$ cat config.mk
export PLATFORM = sky130hd
export DESIGN_NAME = fns_enc_38_seq
export DESIGN_NICKNAME = d
export VERILOG_FILES = /design/src/rtl/fns_enc_38_seq_pkg.sv /design/src/rtl/fns_enc_38_seq_weight_rom.sv /design/src/rtl/fns_enc_38_seq.sv
export SDC_FILE = /design/constraint.sdc
export NUM_CORES = 1
export LEC_CHECK = 0
export ABC_CLOCK_PERIOD_IN_PS = 5300
export CORE_UTILIZATION = 51
export CTS_CLUSTER_DIAMETER = 120
export DETAILED_ROUTE_END_ITERATION = 10
export PLACE_DENSITY = 0.76
export REMOVE_ABC_BUFFERS = 1
export SLEW_MARGIN = 5
export SYNTH_ARGS = -nofsm -noshare
export SYNTH_HDL_FRONTEND = slang
export SYNTH_SLANG_ARGS = --single-unit
$ cat constraint.sdc
create_clock -name clk -period 5.3 [get_ports clk]
set_input_delay 1.06 -clock clk [delete_from_list [all_inputs] [get_ports clk]]
set_output_delay 1.06 -clock clk [all_outputs]
set_load 0.02 [all_outputs]
$ cat src/rtl/fns_enc_38_seq_pkg.sv
// ----------------------------------------------------------------------------
// fns_enc_38_seq_pkg
// Shared constants for the 38-bit Fibonacci-numeral-system (FNS) encoder.
//   FNS_CW     codeword width (number of FNS weights)
//   FNS_DW     binary data width; holds the sum of all weights
//   FNS_MAX38  largest encodable value (sum of all 38 weights)
//   FNS_W      weight table, element k = W[k] (W[0]=W[1]=1, W[k]=W[k-1]+W[k-2])
//   ST_*       encoder FSM state encodings
// Optional feature macro: FNS_ENC_RANGE_CHK_EN (used by fns_enc_38_seq).
// ----------------------------------------------------------------------------
package fns_enc_38_seq_pkg;

    localparam int unsigned FNS_CW = 38;
    localparam int unsigned FNS_DW = 27;

    localparam logic [FNS_DW-1:0] FNS_MAX38 = 27'd102334154;

    // Listed MSB-first so that FNS_W[k] is weight k.
    localparam logic [FNS_CW-1:0][FNS_DW-1:0] FNS_W = {
        27'd39088169, 27'd24157817, 27'd14930352, 27'd9227465,
        27'd5702887,  27'd3524578,  27'd2178309,  27'd1346269,
        27'd832040,   27'd514229,   27'd317811,   27'd196418,
        27'd121393,   27'd75025,    27'd46368,    27'd28657,
        27'd17711,    27'd10946,    27'd6765,     27'd4181,
        27'd2584,     27'd1597,     27'd987,      27'd610,
        27'd377,      27'd233,      27'd144,      27'd89,
        27'd55,       27'd34,       27'd21,       27'd13,
        27'd8,        27'd5,        27'd3,        27'd2,
        27'd1,        27'd1
    };

    localparam logic [1:0] ST_IDLE = 2'd0;
    localparam logic [1:0] ST_RUN  = 2'd1;
    localparam logic [1:0] ST_DONE = 2'd2;

    function automatic logic fns_in_range(input logic [FNS_DW-1:0] value);
        return value <= FNS_MAX38;
    endfunction

endpackage

$ cat src/rtl/fns_enc_38_seq_weight_rom.sv
// ----------------------------------------------------------------------------
// fns_weight_rom
// Combinational FNS weight lookup: idx -> W[idx]. Indices beyond the
// codeword width return 0.
//   idx_i     in   6        weight index
//   weight_o  out  FNS_DW   weight value
// ----------------------------------------------------------------------------
module fns_weight_rom
    import fns_enc_38_seq_pkg::*;
(
    input  logic [5:0]        idx_i,
    output logic [FNS_DW-1:0] weight_o
);

    always_comb begin
        weight_o = '0;
        if (idx_i < 6'(FNS_CW)) begin
            weight_o = FNS_W[idx_i];
        end
    end

endmodule

$ cat src/rtl/fns_enc_38_seq.sv
// ----------------------------------------------------------------------------
// fns_enc_38_seq
// Sequential FNS encoder: binary word -> 38-bit FNS codeword. Greedy,
// MSB-first, one weight compared per clock; valid/ready on both sides.
// Optional feature macro: FNS_ENC_RANGE_CHK_EN (flag out-of-range inputs
// on err and force an all-zero codeword; otherwise err stays 0).
//   clk        in   1       clock, rising edge
//   rst_n      in   1       asynchronous active-low reset
//   datain     in   27      binary value to encode
//   in_valid   in   1       datain valid
//   in_ready   out  1       encoder idle and accepting
//   codeout    out  38      FNS codeword, bit k carries weight W[k]
//   out_valid  out  1       codeout valid, held until out_ready
//   out_ready  in   1       downstream accepts codeout
//   err        out  1       out-of-range flag, qualified by out_valid
//
// state   | meaning
// --------+--------------------------------------------------------------
// IDLE    | waiting for in_valid; in_ready high
// RUN     | one weight per cycle, idx counts 37 down to 0
// DONE    | codeword presented with out_valid until out_ready
// ----------------------------------------------------------------------------
module fns_enc_38_seq
    import fns_enc_38_seq_pkg::*;
(
    input  logic              clk,
    input  logic              rst_n,
    input  logic [FNS_DW-1:0] datain,
    input  logic              in_valid,
    output logic              in_ready,
    output logic [FNS_CW-1:0] codeout,
    output logic              out_valid,
    input  logic              out_ready,
    output logic              err
);

    logic [1:0]        state_q, state_d;
    logic [5:0]        idx_q, idx_d;
    logic [FNS_DW-1:0] rem_q, rem_d;
    logic [FNS_CW-1:0] code_q, code_d;
    logic              err_q, err_d;
    logic [FNS_DW-1:0] weight;
    logic              accept_err;

    fns_weight_rom u_rom (
        .idx_i    (idx_q),
        .weight_o (weight)
    );

`ifdef FNS_ENC_RANGE_CHK_EN
    assign accept_err = !fns_in_range(datain);
`else
    assign accept_err = 1'b0;
`endif

    always_comb begin
        state_d = state_q;
        idx_d   = idx_q;
        rem_d   = rem_q;
        code_d  = code_q;
        err_d   = err_q;
        case (state_q)
            ST_IDLE: begin
                if (in_valid) begin
                    rem_d   = datain;
                    idx_d   = 6'(FNS_CW - 1);
                    code_d  = '0;
                    err_d   = accept_err;
                    state_d = ST_RUN;
                end
            end
            ST_RUN: begin
                // A flagged input still walks all weights so latency is
                // constant, but never sets a codeword bit.
                if (!err_q && (rem_q >= weight)) begin
                    code_d[idx_q] = 1'b1;
                    rem_d         = rem_q - weight;
                end
                if (idx_q == 6'd0) begin
                    state_d = ST_DONE;
                end else begin
                    idx_d = idx_q - 6'd1;
                end
            end
            ST_DONE: begin
                if (out_ready) begin
                    state_d = ST_IDLE;
                end
            end
            default: begin
                state_d = ST_IDLE;
            end
        endcase
    end

    always_ff @(posedge clk or negedge rst_n) begin
        if (!rst_n) begin
            state_q <= ST_IDLE;
            idx_q   <= '0;
            rem_q   <= '0;
            code_q  <= '0;
            err_q   <= 1'b0;
        end else begin
            state_q <= state_d;
            idx_q   <= idx_d;
            rem_q   <= rem_d;
            code_q  <= code_d;
            err_q   <= err_d;
        end
    end

    assign in_ready  = (state_q == ST_IDLE);
    assign out_valid = (state_q == ST_DONE);
    assign codeout   = code_q;
    assign err       = err_q;

endmodule
* After elaboration in Yosys (flattened, before gate mapping)
Memories as Yosys holds them, arrays and structs flattened.
Index checks and enable logic that the tools add are counted.
** Cells by class
- Add/sub/neg operators :: 2
- Reduce and logical (&&, ||, !) cells :: 7
- Magnitude comparators :: 4
- Bitwise gates (word level) :: 1
- Mux-type cells :: 17
- Equality and inequality tests :: 7
** Operators with widths (number)
- $mux W27 :: 4
- $mux W38 :: 2
- $pmux W38 S2 :: 1
- $pmux W27 S2 :: 1
- $or A38 B38 Y38 :: 1
- $ge A27 B27 Y1 :: 1
- $sub A27 B27 Y27 :: 1
- $mux W6 :: 2
- $pmux W6 S2 :: 1
- $reduce_and A3 Y1 :: 3
- $ne A2 B2 Y1 const B :: 4
- $lt A6 B7 Y1 const B :: 1
- $demux W1 S6 :: 1
- $ge A6 B1 Y1 const B :: 1
- $logic_not A6 Y1 :: 1
- $lt A6 B6 Y1 const B :: 1
- $mux W2 :: 3
- $pmux W2 S3 :: 1
- $sub A6 B1 Y6 const B :: 1
- $eq A2 B1 Y1 const B :: 1
- $eq A2 B2 Y1 const B :: 1
- $logic_not A2 Y1 :: 1
- $ne A2 B1 Y1 const B :: 1
- $reduce_bool A2 Y1 :: 1
- 2 further kinds :: 2
** Word-level totals
- Register bits :: 73
- Output and inout bits :: 41
- Word-level logic and storage cells :: 43
- Memory bits (read-only) :: 1728
- Input port bits :: 31
- Memories kept :: 1
** Memories
- (no name shown) :: depth 64, width 27, rd ports 1, clocked after Yosys merged registers in 0, write ports 0, RTL line fns_enc_38_seq_weight_rom.sv:18 : weight_o = FNS_W[idx_i];

* Longest topological paths before layout
- Depth in word-level cells :: 7
- Depth in mapped cells :: 20
- Gate-level depth less buffers :: 17

* Hierarchy
From an unflattened synthesis, not the netlist that was laid out.
** Second synthesis, totals
- Cell total of the unflattened synthesis :: 765
- Area, all modules :: 6149.6 um^2
** Modules (own cells, without submodules)
- fns_enc_38_seq :: cells an instance 572, area an instance 4897.2 um^2, sequential area each 1826.8 um^2, times used 1
- fns_weight_rom :: cells an instance 193, area an instance 1252.5 um^2, sequential area each 0.0 um^2, times used 1

* Worst setup path before layout
Ideal clock, no wire load.
- Path kind :: flip-flop to flip-flop
- Start :: reg idx_q[2]
- End :: reg rem_q[10]
- Setup slack :: 1.357 ns
- Stages on the path, launching flop included :: 18
- Buffers on the path :: 4
- Clock period less this slack :: 3.943 ns
- Library setup time :: 0.125 ns
- Required time :: 5.175 ns
- Arrival :: 3.818 ns
- Cells stage by stage :: dfrtp_1 > clkbuf_1 > inv_1 > clkbuf_1 > ha_1 > a21oi_1 > a21o_1 > o2111ai_1 > ha_1 > nand2b_1 > a21o_1 > a211o_1 > and3_1 > nor3_4 > or2_1 > buf_6 > buf_6 > mux2_4
** Between the ends
- Cells in the longest elaborated chain, start to end :: 6
- Elaborated cells on any way between the ends :: 10
- Those cells by class :: 1 x add/sub; 2 x order compare; 1 x eq/ne; 4 x mux; 1 x reduce/logical; 1 x memory
** Ends and longest elaborated chain
- start, declared :: RTL line fns_enc_38_seq.sv:38 : logic [5:0] idx_q, idx_d;
- start signal, assigned :: RTL line fns_enc_38_seq.sv:105 : idx_q <= idx_d;
- $mem_v2 Z64 W27
- $mux W27 (not written as such) :: RTL line fns_enc_38_seq_weight_rom.sv:18
- $mux W27 (*) :: RTL line fns_enc_38_seq_weight_rom.sv:17 : if (idx_i < 6'(FNS_CW)) begin
- $sub A27 B27 Y27 / $ge A27 B27 Y1 (equally long branches) :: RTL line fns_enc_38_seq.sv:77, fns_enc_38_seq.sv:75
- $mux W27 / $ne A2 B2 Y1 (equally long branches)
- $pmux W27 S2 / $reduce_and A3 Y1 (equally long branches)
- end signal, assigned :: RTL line fns_enc_38_seq.sv:106 : rem_q <= rem_d;
- end, declared :: RTL line fns_enc_38_seq.sv:39 : logic [FNS_DW-1:0] rem_q, rem_d;
Mark *: on every way between the ends. The rest lies on a longest branch, timed or not. The select of a mux whose other input is x is not followed.
A chain may end at the register's enable or synchronous reset.

* Worst setup path in the final report
- Start :: reg idx_q[1]
- End :: reg rem_q[9]
Same word-level chain as after synthesis.

==> flow_summary.yaml <==
status:
  status: "complete, no violations"
floorplan:
  rows: 40
  fp.coreArea_mm2: 0.0120
  dieHeight_um: 113
  dieArea_mm2: 0.0128
  initial_utilization_pct: 52.3
  chipWidth_um: 113
  boundaryPins: 72
grt:
  first_global_vias: 5903
  grt_pass1_wl_um: 30700
  grt_max_degree: 56
  antenna_found_initial: 0
  grt_util_all_layers_pct: 30.6
  grt_overflow_total: 0
sta:
  layout_worst_path_cycle_share_pct: 85.1
  max_freq_ghz: 0.222
  whs_ns: 0.508
  fin_crit_ns: 4.51
  finClkSkew_ns: 0.0104
  final-setup-viol-count: 0
  slew_viol_final: 0
  worstMarginPinSlew_ns: 1.06
  relSlewSlack_pct: 29.6
  rsz0062_at_grt: "false"
  final_hold_viol_count: 0
clock_tree:
  clkLatencyLatePin_ns: 0.35
  tritoncts.num_buffers: 9
  cts_htree_levels: 3
  cts-root-buf: "sky130_fd_sc_hd__clkbuf_16"
  ctsLongestPathBuffers: 2
  number_of_post_cts_setup_repair_buffers: 0
  post_cts_resized: 0
  clk_pin_slew_ns: 0.06
  tritoncts: "built"
  clkSinkCount: 73
  cts_hold_buf: 0
layout:
  area_delta_synth_final_pct: 17.7
  most_frequent_cells_in_the_layout: "91 x sky130_fd_sc_hd__nand2_1, 91 x sky130_fd_sc_hd__a21oi_1, 73 x sky130_fd_sc_hd__dfrtp_1"
  nFillCells: 1080
  multi_input_area_mm2: 0.00400
  sequential_cell_area_mm2: 0.00183
  fraction_of_final_layout_cells_with_drive_strength_greater_than_1_pct: 7.78
  finish.net_count: 906
  layout.cell_area.non_filler_mm2: 0.00740
  insertedDiodeCount: 0
route:
  firstDrtPassIters: 5
  drc_errors: 0
  detail_route.wl_per_cell_um: 19.3
  drt_first_iter_violations: 758
  routed_wirelength_um: 19000
  vias: 6298
  avgViaCountPerCell: 6.41
  detail-route-antenna-nets: 0
yosys:
  netlist_instances: 793
  postSynth.asyncResetShare_pct: 100
  avgSynthCellArea_um2: 7.93
  synth-warning-count: 0
  synthesis.area_mm2: 0.00628
  ys_seq_elements: 73
  ys_seq_area_share_pct: 29.1
  ys_types: 69
  synth-main-ff-cell: "sky130_fd_sc_hd__dfrtp_1"
  synth_edf_count: 0
place:
  dp_hpwl_um: 13600
  instance_area_at_placement_mm2: 0.00703
  port_buffers: 70
  gpl.final_weighted_congestion: 0.939
min_path:
  hold_path_class: "flip-flop to flip-flop"
  worst_hold_stages: 2
flow_run:
  max_cap_viol_count: 0
worst_setup_path:
  cp-end-kind: "flip-flop"
  critical_path.max_fanout: 18
  reg2regPathDepth: 16
  worst_ep_required_ns: 5.53
  path_class: "flip-flop to flip-flop"
  worst_ep_arrival_time_ns: 4.74
  worstSetupStartpointType: "flip-flop"
-- cell usage after synthesis (3+ instances only) --
cell type                   number  area (um2)
sky130_fd_sc_hd__a21oi_1        91         455
sky130_fd_sc_hd__o21ai_0        56         280
sky130_fd_sc_hd__o211ai_1       32         240
sky130_fd_sc_hd__a31oi_1         9        56.3
sky130_fd_sc_hd__nor3b_1         3        22.5
sky130_fd_sc_hd__mux2i_1         5        50.1
sky130_fd_sc_hd__mux2_4         14         210
sky130_fd_sc_hd__and3_1          9        56.3
sky130_fd_sc_hd__a21o_1         15         113
sky130_fd_sc_hd__o21a_1          5        37.5
sky130_fd_sc_hd__nand3_1        20         100
sky130_fd_sc_hd__o22ai_1         4        25.0
sky130_fd_sc_hd__xor2_1          6        52.6
sky130_fd_sc_hd__clkbuf_1       51         191
sky130_fd_sc_hd__a32oi_1         3        26.3
sky130_fd_sc_hd__and2_1          3        18.8
sky130_fd_sc_hd__ha_1           44         551
sky130_fd_sc_hd__a211oi_1        7        52.6
sky130_fd_sc_hd__nor3_1         21         105
sky130_fd_sc_hd__nor2_1         49         184
sky130_fd_sc_hd__buf_6           4        45.0
sky130_fd_sc_hd__nor2b_1        13        81.3
sky130_fd_sc_hd__nand4_1        12        75.1
sky130_fd_sc_hd__o2111ai_1      16         140
sky130_fd_sc_hd__xnor2_1        13         114
sky130_fd_sc_hd__nand2b_1        9        56.3
sky130_fd_sc_hd__buf_1           3        11.3
sky130_fd_sc_hd__dfrtp_1        73        1830
sky130_fd_sc_hd__mux2_2          8        90.1
sky130_fd_sc_hd__nand2_1        91         342
sky130_fd_sc_hd__or2_2           3        18.8
sky130_fd_sc_hd__inv_1          52         195
-- metrics by stage --
step | utilization, % | TNS (ns) | std cells | setup WS, ns
after floorplan | - | -4.99 | 732 | -0.267
final | 61.6 | 0 | 982 | 0.788
after global placement | 58.5 | 0 | 966 | 1.02
after CTS | 61.6 | 0 | 982 | 0.888
after global routing | 61.6 | 0 | 982 | 0.571
after detailed placement | 58.5 | 0 | 966 | 0.905
-- final timing paths --
check,from,endpoint,slack (ns)
setup / recovery,idx_q[1]$_DFFE_PN0P_,rem_q[9]$_DFFE_PN0P_,0.79
hold / removal,codeout[11]$_DFFE_PN0P_,codeout[11]$_DFFE_PN0P_,0.51
setup reg to reg,idx_q[1]$_DFFE_PN0P_,rem_q[9]$_DFFE_PN0P_,0.79
hold reg to reg,codeout[11]$_DFFE_PN0P_,codeout[11]$_DFFE_PN0P_,0.51
max in group asynchronous,rst_n,codeout[22]$_DFFE_PN0P_,3.48
min in group asynchronous,rst_n,rem_q[24]$_DFFE_PN0P_,0.79
-- critical path: stages (launching register included) --
cell,delay (ns)
sky130_fd_sc_hd__dfrtp_1,0.61
sky130_fd_sc_hd__inv_1,0.26
sky130_fd_sc_hd__ha_1,0.31
sky130_fd_sc_hd__inv_1,0.13
sky130_fd_sc_hd__a21oi_1,0.08
sky130_fd_sc_hd__o311a_1,0.34
sky130_fd_sc_hd__a21oi_1,0.11
sky130_fd_sc_hd__o211ai_1,0.13
sky130_fd_sc_hd__ha_1,0.39
sky130_fd_sc_hd__a21o_1,0.22
sky130_fd_sc_hd__a211oi_1,0.37
sky130_fd_sc_hd__a211o_1,0.28
sky130_fd_sc_hd__and3_1,0.28
sky130_fd_sc_hd__nor3_4,0.06
sky130_fd_sc_hd__or2_1,0.24
sky130_fd_sc_hd__buf_4,0.24
sky130_fd_sc_hd__mux2_4,0.33
-- sequential cells by signal, summed over array words and instances (netlist names) --
name and count:
idx_q 6, state_q 2, codeout 38, rem_q 27
-- kinds of logic after synthesis --
logic type | after synthesis | share of synthesized area (%)
multiplexers | 28 | 5.93
other | 1 | 0.0597
flip-flops | 73 | 29.1
adder cells (fa/ha/maj) | 45 | 9.08
AO/OA/AOI/OAI | 271 | 27.8
AND/OR/NAND/NOR | 242 | 18.1
XOR/XNOR | 19 | 2.65
buffers and inverters | 114 | 7.39
-- metal layers --
metal / track usage [%] / wire, um / up-vias
met4: 13.2 / 561 / 0
met1: 41.5 / 8350 / 2998
met3: 4.61 / 1450 / 47
met2: 48.6 / 8630 / 320
li1: - / - / 2933
met5: 0 / 0 / -
-- area by class of cell --
type	instances	share of cell area, %
sequential	73	24.7
inverter	53	2.69
timing repair buffer	87	11.1
multi-input combinational	606	54.0
tap	147	2.49
clock inverter	6	1.86
clock buffer	10	3.10
Power is left out: the tool's default activity adds up to more than one toggle a clock period on the data nets, which glitch-free logic cannot reach.
